==> src/rtl/riscv_pkg.sv <==
// Shared pipeline definitions: datapath widths, MEM-stage FSM states and the
// word-alignment helper used by the memory stage.
package riscv_pkg;

    localparam int unsigned XLEN       = 32;
    localparam int unsigned REG_ADDR_W = 5;

    typedef enum logic {
        IDLE = 1'b0,
        WAIT = 1'b1
    } mem_state_t;

    // Only the two low address bits decide word alignment.
    function automatic logic is_word_misaligned(input logic [1:0] addr_lo);
        return addr_lo != 2'b00;
    endfunction

endpackage

==> src/rtl/mem_wb.sv <==
// MEM/WB pipeline register. A bubble clears the control bits and holds the
// data fields; load captures a new entry, with read data captured separately.
module mem_wb
    import riscv_pkg::*;
(
    input  logic                  clk,
    input  logic                  reset,
    input  logic                  i_load,
    input  logic                  i_bubble,
    input  logic                  i_rdata_load,
    input  logic                  i_regwrite,
    input  logic                  i_memtoreg,
    input  logic [XLEN-1:0]       i_mem_rdata,
    input  logic [XLEN-1:0]       i_alu_result,
    input  logic [REG_ADDR_W-1:0] i_rd,
    output logic                  o_regwrite,
    output logic                  o_memtoreg,
    output logic [XLEN-1:0]       o_mem_rdata,
    output logic [XLEN-1:0]       o_alu_result,
    output logic [REG_ADDR_W-1:0] o_rd
);

    logic                  r_regwrite;
    logic                  r_memtoreg;
    logic [XLEN-1:0]       r_mem_rdata;
    logic [XLEN-1:0]       r_alu_result;
    logic [REG_ADDR_W-1:0] r_rd;

    always_ff @(posedge clk) begin
        if (reset) begin
            r_regwrite   <= 1'b0;
            r_memtoreg   <= 1'b0;
            r_mem_rdata  <= '0;
            r_alu_result <= '0;
            r_rd         <= '0;
        end else if (i_bubble) begin
            r_regwrite   <= 1'b0;
            r_memtoreg   <= 1'b0;
        end else if (i_load) begin
            r_regwrite   <= i_regwrite;
            r_memtoreg   <= i_memtoreg;
            r_alu_result <= i_alu_result;
            r_rd         <= i_rd;
            if (i_rdata_load) begin
                r_mem_rdata <= i_mem_rdata;
            end
        end
    end

    assign o_regwrite   = r_regwrite;
    assign o_memtoreg   = r_memtoreg;
    assign o_mem_rdata  = r_mem_rdata;
    assign o_alu_result = r_alu_result;
    assign o_rd         = r_rd;

endmodule

==> src/rtl/mem_stage.sv <==
// Pipeline MEM stage: issues data-memory requests, stalls the pipeline while a
// request is outstanding, flags illegal/misaligned accesses and feeds MEM/WB.
module mem_stage
    import riscv_pkg::*;
#(
    parameter int unsigned ALIGN_CHECK = 1
) (
    input  logic                  clk,
    input  logic                  reset,
    input  logic                  RegWrite_in,
    input  logic                  MemRead_in,
    input  logic                  MemWrite_in,
    input  logic                  MemToReg_in,
    input  logic [XLEN-1:0]       alu_result_in,
    input  logic [XLEN-1:0]       rs2_data_in,
    input  logic [REG_ADDR_W-1:0] rd_in,
    output logic                  dmem_valid,
    output logic                  dmem_we,
    output logic [XLEN-1:0]       dmem_addr,
    output logic [XLEN-1:0]       dmem_wdata,
    input  logic                  dmem_ready,
    input  logic [XLEN-1:0]       dmem_rdata,
    output logic                  stall,
    output logic                  fault,
    output logic                  RegWrite,
    output logic                  MemToReg,
    output logic [XLEN-1:0]       mem_rdata,
    output logic [XLEN-1:0]       alu_result,
    output logic [REG_ADDR_W-1:0] rd,
    output logic [XLEN-1:0]       stall_count
);

    mem_state_t r_state;
    mem_state_t w_next_state;

    logic                  r_lat_we;
    logic                  r_lat_re;
    logic                  r_lat_regwrite;
    logic                  r_lat_memtoreg;
    logic [XLEN-1:0]       r_lat_addr;
    logic [XLEN-1:0]       r_lat_wdata;
    logic [REG_ADDR_W-1:0] r_lat_rd;

    logic            r_fault;
    logic [XLEN-1:0] r_stall_count;

    logic w_mem_op;
    logic w_illegal;
    logic w_misaligned;

    logic                  w_dmem_valid;
    logic                  w_dmem_we;
    logic [XLEN-1:0]       w_dmem_addr;
    logic [XLEN-1:0]       w_dmem_wdata;
    logic                  w_stall;
    logic                  w_latch;
    logic                  w_fault_set;
    logic                  w_wb_load;
    logic                  w_wb_bubble;
    logic                  w_wb_rdata_load;
    logic                  w_wb_regwrite;
    logic                  w_wb_memtoreg;
    logic [XLEN-1:0]       w_wb_alu_result;
    logic [REG_ADDR_W-1:0] w_wb_rd;

    assign w_mem_op     = MemRead_in ^ MemWrite_in;
    assign w_illegal    = MemRead_in & MemWrite_in;
    assign w_misaligned = (ALIGN_CHECK != 0) && w_mem_op
                          && is_word_misaligned(alu_result_in[1:0]);

    // Combinational outputs are gated by reset so nothing is requested or
    // stalled in the reset cycle, including when reset abandons a WAIT.
    always_comb begin
        w_next_state    = r_state;
        w_dmem_valid    = 1'b0;
        w_dmem_we       = 1'b0;
        w_dmem_addr     = alu_result_in;
        w_dmem_wdata    = rs2_data_in;
        w_stall         = 1'b0;
        w_latch         = 1'b0;
        w_fault_set     = 1'b0;
        w_wb_load       = 1'b0;
        w_wb_bubble     = 1'b0;
        w_wb_rdata_load = 1'b0;
        w_wb_regwrite   = RegWrite_in;
        w_wb_memtoreg   = MemToReg_in;
        w_wb_alu_result = alu_result_in;
        w_wb_rd         = rd_in;
        if (!reset) begin
            case (r_state)
                IDLE: begin
                    if (w_illegal || w_misaligned) begin
                        w_fault_set = 1'b1;
                        w_wb_bubble = 1'b1;
                    end else if (w_mem_op) begin
                        w_dmem_valid = 1'b1;
                        w_dmem_we    = MemWrite_in;
                        if (dmem_ready) begin
                            w_wb_load       = 1'b1;
                            w_wb_rdata_load = MemRead_in;
                        end else begin
                            w_stall      = 1'b1;
                            w_latch      = 1'b1;
                            w_wb_bubble  = 1'b1;
                            w_next_state = WAIT;
                        end
                    end else begin
                        w_wb_load = 1'b1;
                    end
                end
                WAIT: begin
                    w_dmem_valid    = 1'b1;
                    w_dmem_we       = r_lat_we;
                    w_dmem_addr     = r_lat_addr;
                    w_dmem_wdata    = r_lat_wdata;
                    w_wb_regwrite   = r_lat_regwrite;
                    w_wb_memtoreg   = r_lat_memtoreg;
                    w_wb_alu_result = r_lat_addr;
                    w_wb_rd         = r_lat_rd;
                    if (dmem_ready) begin
                        w_wb_load       = 1'b1;
                        w_wb_rdata_load = r_lat_re;
                        w_next_state    = IDLE;
                    end else begin
                        w_stall     = 1'b1;
                        w_wb_bubble = 1'b1;
                    end
                end
                default: w_next_state = IDLE;
            endcase
        end
    end

    always_ff @(posedge clk) begin
        if (reset) begin
            r_state <= IDLE;
        end else begin
            r_state <= w_next_state;
        end
    end

    always_ff @(posedge clk) begin
        if (reset) begin
            r_lat_we       <= 1'b0;
            r_lat_re       <= 1'b0;
            r_lat_regwrite <= 1'b0;
            r_lat_memtoreg <= 1'b0;
            r_lat_addr     <= '0;
            r_lat_wdata    <= '0;
            r_lat_rd       <= '0;
        end else if (w_latch) begin
            r_lat_we       <= MemWrite_in;
            r_lat_re       <= MemRead_in;
            r_lat_regwrite <= RegWrite_in;
            r_lat_memtoreg <= MemToReg_in;
            r_lat_addr     <= alu_result_in;
            r_lat_wdata    <= rs2_data_in;
            r_lat_rd       <= rd_in;
        end
    end

    // Fault is presented alongside the bubble it creates in MEM/WB.
    always_ff @(posedge clk) begin
        if (reset) begin
            r_fault       <= 1'b0;
            r_stall_count <= '0;
        end else begin
            r_fault <= w_fault_set;
            if (w_stall && (r_stall_count != '1)) begin
                r_stall_count <= r_stall_count + 1'b1;
            end
        end
    end

    mem_wb u_mem_wb (
        .clk          (clk),
        .reset        (reset),
        .i_load       (w_wb_load),
        .i_bubble     (w_wb_bubble),
        .i_rdata_load (w_wb_rdata_load),
        .i_regwrite   (w_wb_regwrite),
        .i_memtoreg   (w_wb_memtoreg),
        .i_mem_rdata  (dmem_rdata),
        .i_alu_result (w_wb_alu_result),
        .i_rd         (w_wb_rd),
        .o_regwrite   (RegWrite),
        .o_memtoreg   (MemToReg),
        .o_mem_rdata  (mem_rdata),
        .o_alu_result (alu_result),
        .o_rd         (rd)
    );

    assign dmem_valid  = w_dmem_valid;
    assign dmem_we     = w_dmem_we;
    assign dmem_addr   = w_dmem_addr;
    assign dmem_wdata  = w_dmem_wdata;
    assign stall       = w_stall;
    assign fault       = r_fault;
    assign stall_count = r_stall_count;

endmodule
==> config.mk <==
export PLATFORM = sky130hd
export DESIGN_NAME = mem_stage
export DESIGN_NICKNAME = d
export VERILOG_FILES = /design/src/rtl/riscv_pkg.sv /design/src/rtl/mem_wb.sv /design/src/rtl/mem_stage.sv
export SDC_FILE = /design/constraint.sdc
export NUM_CORES = 1
export LEC_CHECK = 0
export ABC_AREA = 1
export CAP_MARGIN = 20
export CORE_MARGIN = 4
export CORE_UTILIZATION = 41
export DETAILED_ROUTE_END_ITERATION = 7
export PLACE_DENSITY = 0.83
export SYNTH_ARGS = -nofsm -noshare
export SYNTH_HDL_FRONTEND = slang
export SYNTH_SLANG_ARGS = --single-unit
export TNS_END_PERCENT = 100
==> constraint.sdc <==
create_clock -name clk -period 1.9 [get_ports clk]
set_clock_uncertainty 0.05 [all_clocks]
set_input_delay 0.38 -clock clk [delete_from_list [all_inputs] [get_ports clk]]
set_output_delay 0.38 -clock clk [all_outputs]
set_load 0.1 [all_outputs]
==> summary.md <==
• outcome: complete, but fails checks
• violations in the final reports: negative setup slack
• HPWL after detailed placement: 20900 um
• area of combinational cells with multiple inputs: 4820 um2
• cell at the root of the clock tree: sky130_fd_sc_hd__clkbuf_16
• DIE AREA: 22200 um2
• least setup slack across all paths after layout: -0.204 ns
• via count of the first global-routing pass: 9270
• number of failing setup endpoints in the final timing report: 67
• count of final max-slew check failures: 0
• CTS buffer count: 17
• number of antenna violations at the first check in global routing: 1
• kind of end point of the critical path: output pin
• post-synthesis cell type with the largest combined area: sky130_fd_sc_hd__dfxtp_1
• Clk Latency, worst-skew pair: 0.43 ns
• endpoint arrival time on the critical path: 1.67 ns
• post-synthesis cell type count: 29
• total congestion overflow after global routing: 0
• final critical path time including I/O delays and setup: 2.10 ns
• synthesized area per cell: 6.83 um2
• vias after detailed routing: 9599
• maximum fanout along the worst path: 3
• FMAX: 475 MHz
• leakage power of the design: 5.92 nW
• Critical Path End: stall
• number of violations of the max-capacitance limit: 0
• vertical extent of the die: 149 um
• Detailed Route Iter0 Violations: 769
• final wirelength: 33300 um
• RSZ-0062 raised after global routing: true
• routed vias/inst: 5.45
• met2 layer wire length in the routed design: 17000 um
• number of instances in the synthesized netlist: 1193
• number of fill cells: 1149
• flops & latches, synth: 178
• number of routed nets with antenna violations: 0
• width of the die: 149 um
• proportion of synthesized chip area in sequential cells: 0.437
• endpoint of the lowest-slack register-to-register path: r_lat_wdata[4]
• TritonCTS clock tree: done
• nets in the synthesized netlist: 1304
• htree depth: 4
• number of rows in the core area: 51
• worst reg2reg setup slack: 0.04 ns
• wire length of the first global-routing pass: 48000 um
• total negative slack: -8.42 ns
• Period Utilization, post-route: 1.11
• pin count of the biggest net entering global routing: 129
• commonest non-fill, non-tap cells in the layout: sky130_fd_sc_hd__nand2_1, sky130_fd_sc_hd__buf_12, sky130_fd_sc_hd__dfxtp_1
• launching element type of the critical path: input pin
• largest cells by area after synthesis: sky130_fd_sc_hd__dfxtp_1, sky130_fd_sc_hd__nand2_1, sky130_fd_sc_hd__o21ai_0
• worst voltage drop across the vdd grid: 0.000639 V
• Clock Path Buffers: 2
• type of the worst setup path: in -> out
• routability congestion estimate: 0.935
• number of clock sinks seen by CTS: 178
• CP Launch Point: MemRead_in
• wire length on met1: 12100 um
• summed instance area of the synthesized netlist: 8150 um2
• Seq. cell area: 3660 um2
• area of placed instances: 13800 um2
• Initial Util: 0.417
• Total Routing Usage GR: 0.269
• clock transition time at the flip-flop clock pins of the worst setup and hold paths: 0.06 ns
• Ant. Diodes: 0
• layout cells sized above 1: 0.303
• remaining max-slew budget at the tightest pin: 0.656
• Yosys warnings: 0
• share of Yosys cell area claimed by the top area cell type: 0.437
• WL/cell: 18.9 um
• required arrival time at the worst endpoint: 1.47 ns
• Power Density: 698 nW/um2
• Crit Reg-Reg Startpoint: r_state
• number of nets in the final layout: 1594
• drc violations: 0
• transition time at the pin with the least slew margin: 0.516 ns
• number of I/O pins: 279
• commonest non-fill, non-tap cell in the layout: sky130_fd_sc_hd__nand2_1
• routed length on met3: 2610 um
• area of the placeable core: 19500 um2
• DRT Pass-1 Iters: 5
• input/output buffers: 278
• post-route standard cell area excluding fillers: 15300 um2
• Max Used Layer: met5
• Final Hold Violating Endpoints: 0
• Area growth, synth to finish: 88.2%
• class of the most critical hold timing path: in -> reg
• R2R cell count: 9
==> kinds of logic (layout without fill, tap and decap cells) <==
family,after synthesis,after routing,share of synthesized area
simple gates,507,508,0.262
compound gates,301,301,0.186
buf+inv,189,491,0.0934
flops,178,178,0.437
xor+xnor,14,14,0.0150
fa+ha+maj,3,3,0.00461
mux,1,1,0.00123
==> per-stage QoR <==
| stage | instances | setup WS, ns | power, mW | util | hold WS [ns] |
|---|---|---|---|---|---|
| 6_report | 1761 | -0.204 | 10.7 | 0.785 | 0.284 |
| 5_1_grt | 1761 | -0.244 | 11.0 | 0.785 | 0.271 |
| 4_1_cts | 1749 | -0.151 | 10.6 | 0.768 | 0.241 |
| 3_5_place_dp | 1697 | -0.569 | 7.04 | 0.709 | 0.412 |
| 3_3_place_gp | 1697 | -0.503 | 6.99 | 0.709 | 0.393 |
| 2_1_floorplan | 1193 | -0.202 | 5.76 | - | 0.386 |
==> cell type report <==
class,count,area share
Sequential cell,178,0.238
Multi-Input combinational cell,827,0.314
Timing Repair inverter,1,0.000489
Inverter,108,0.0275
Tap cell,265,0.0216
Clock buffer,17,0.0277
Clock inverter,15,0.0109
Timing Repair Buffer,350,0.359
==> synthesized netlist by cell type <==
master and instances:
sky130_fd_sc_hd__nand2_4 2, sky130_fd_sc_hd__a211oi_1 1, sky130_fd_sc_hd__o21ai_1 1, sky130_fd_sc_hd__nand4_1 7
sky130_fd_sc_hd__dfxtp_1 178, sky130_fd_sc_hd__nor2_4 1, sky130_fd_sc_hd__o21ai_0 211, sky130_fd_sc_hd__mux2i_1 1
sky130_fd_sc_hd__a21oi_2 1, sky130_fd_sc_hd__a21oi_1 86, sky130_fd_sc_hd__clkbuf_1 49, sky130_fd_sc_hd__nand3b_1 1
sky130_fd_sc_hd__ha_1 3, sky130_fd_sc_hd__inv_1 105, sky130_fd_sc_hd__o21ai_2 1, sky130_fd_sc_hd__nor2_1 68
sky130_fd_sc_hd__xor2_1 7, sky130_fd_sc_hd__buf_2 19, sky130_fd_sc_hd__nor2_2 6, sky130_fd_sc_hd__buf_6 3
sky130_fd_sc_hd__nand3_1 134, sky130_fd_sc_hd__inv_2 3, sky130_fd_sc_hd__buf_1 8, sky130_fd_sc_hd__nor3_1 5
sky130_fd_sc_hd__clkbuf_2 1, sky130_fd_sc_hd__nand2_2 1, sky130_fd_sc_hd__nand2_1 282, sky130_fd_sc_hd__buf_4 1
sky130_fd_sc_hd__xnor2_1 7
==> worst min-delay path by stage <==
stage	start	to	cells after the start
floorplan	r_lat_memtoreg	u_mem_wb.o_memtoreg	2
detailed placement	r_lat_memtoreg	u_mem_wb.o_memtoreg	2
global route	MemRead_in	r_lat_re	4
global placement	r_lat_regwrite	u_mem_wb.o_regwrite	2
finish	MemRead_in	r_lat_re	4
CTS	MemRead_in	r_lat_re	4
==> per-layer routing <==
layer	up-vias	GRT usage
met1	4478	0.302
li1	4498	-
met3	108	0.0684
met2	513	0.478
met4	2	0.124
met5	-	0
==> flip-flops by register name, indices dropped and copies added (netlist names), 5 cells and up <==
| signal | cells |
|---|---|
| r_lat_addr | 32 |
| r_lat_wdata | 32 |
| u_mem_wb.o_rd | 5 |
| r_lat_rd | 5 |
| u_mem_wb.o_mem_rdata | 32 |
| u_mem_wb.o_alu_result | 32 |
| stall_count | 32 |
==> timing repair <==
item	in CTS	in global routing
gates cloned	8	4
endpoints found under the setup margin	148	146
hold buffers	0	0
setup buffers	12	8
hold endpoints to repair	0	0
pin swaps	17	15
resized for setup	74	64
==> critical path, stage by stage <==
cell and delay, ns:
sky130_fd_sc_hd__buf_8 0.11, sky130_fd_sc_hd__inv_6 0.05, sky130_fd_sc_hd__ha_4 0.21, sky130_fd_sc_hd__inv_4 0.06, sky130_fd_sc_hd__nand4_1 0.28, sky130_fd_sc_hd__a21oi_4 0.28, sky130_fd_sc_hd__buf_12 0.13, sky130_fd_sc_hd__buf_12 0.16
==> power by group <==
group	internal, mW	switching (mW)
Sequential	3.83	0.119
Clock	1.88	1.70
Combinational	1.16	2.02
No activity file was read; power rests on OpenSTA's default activity.
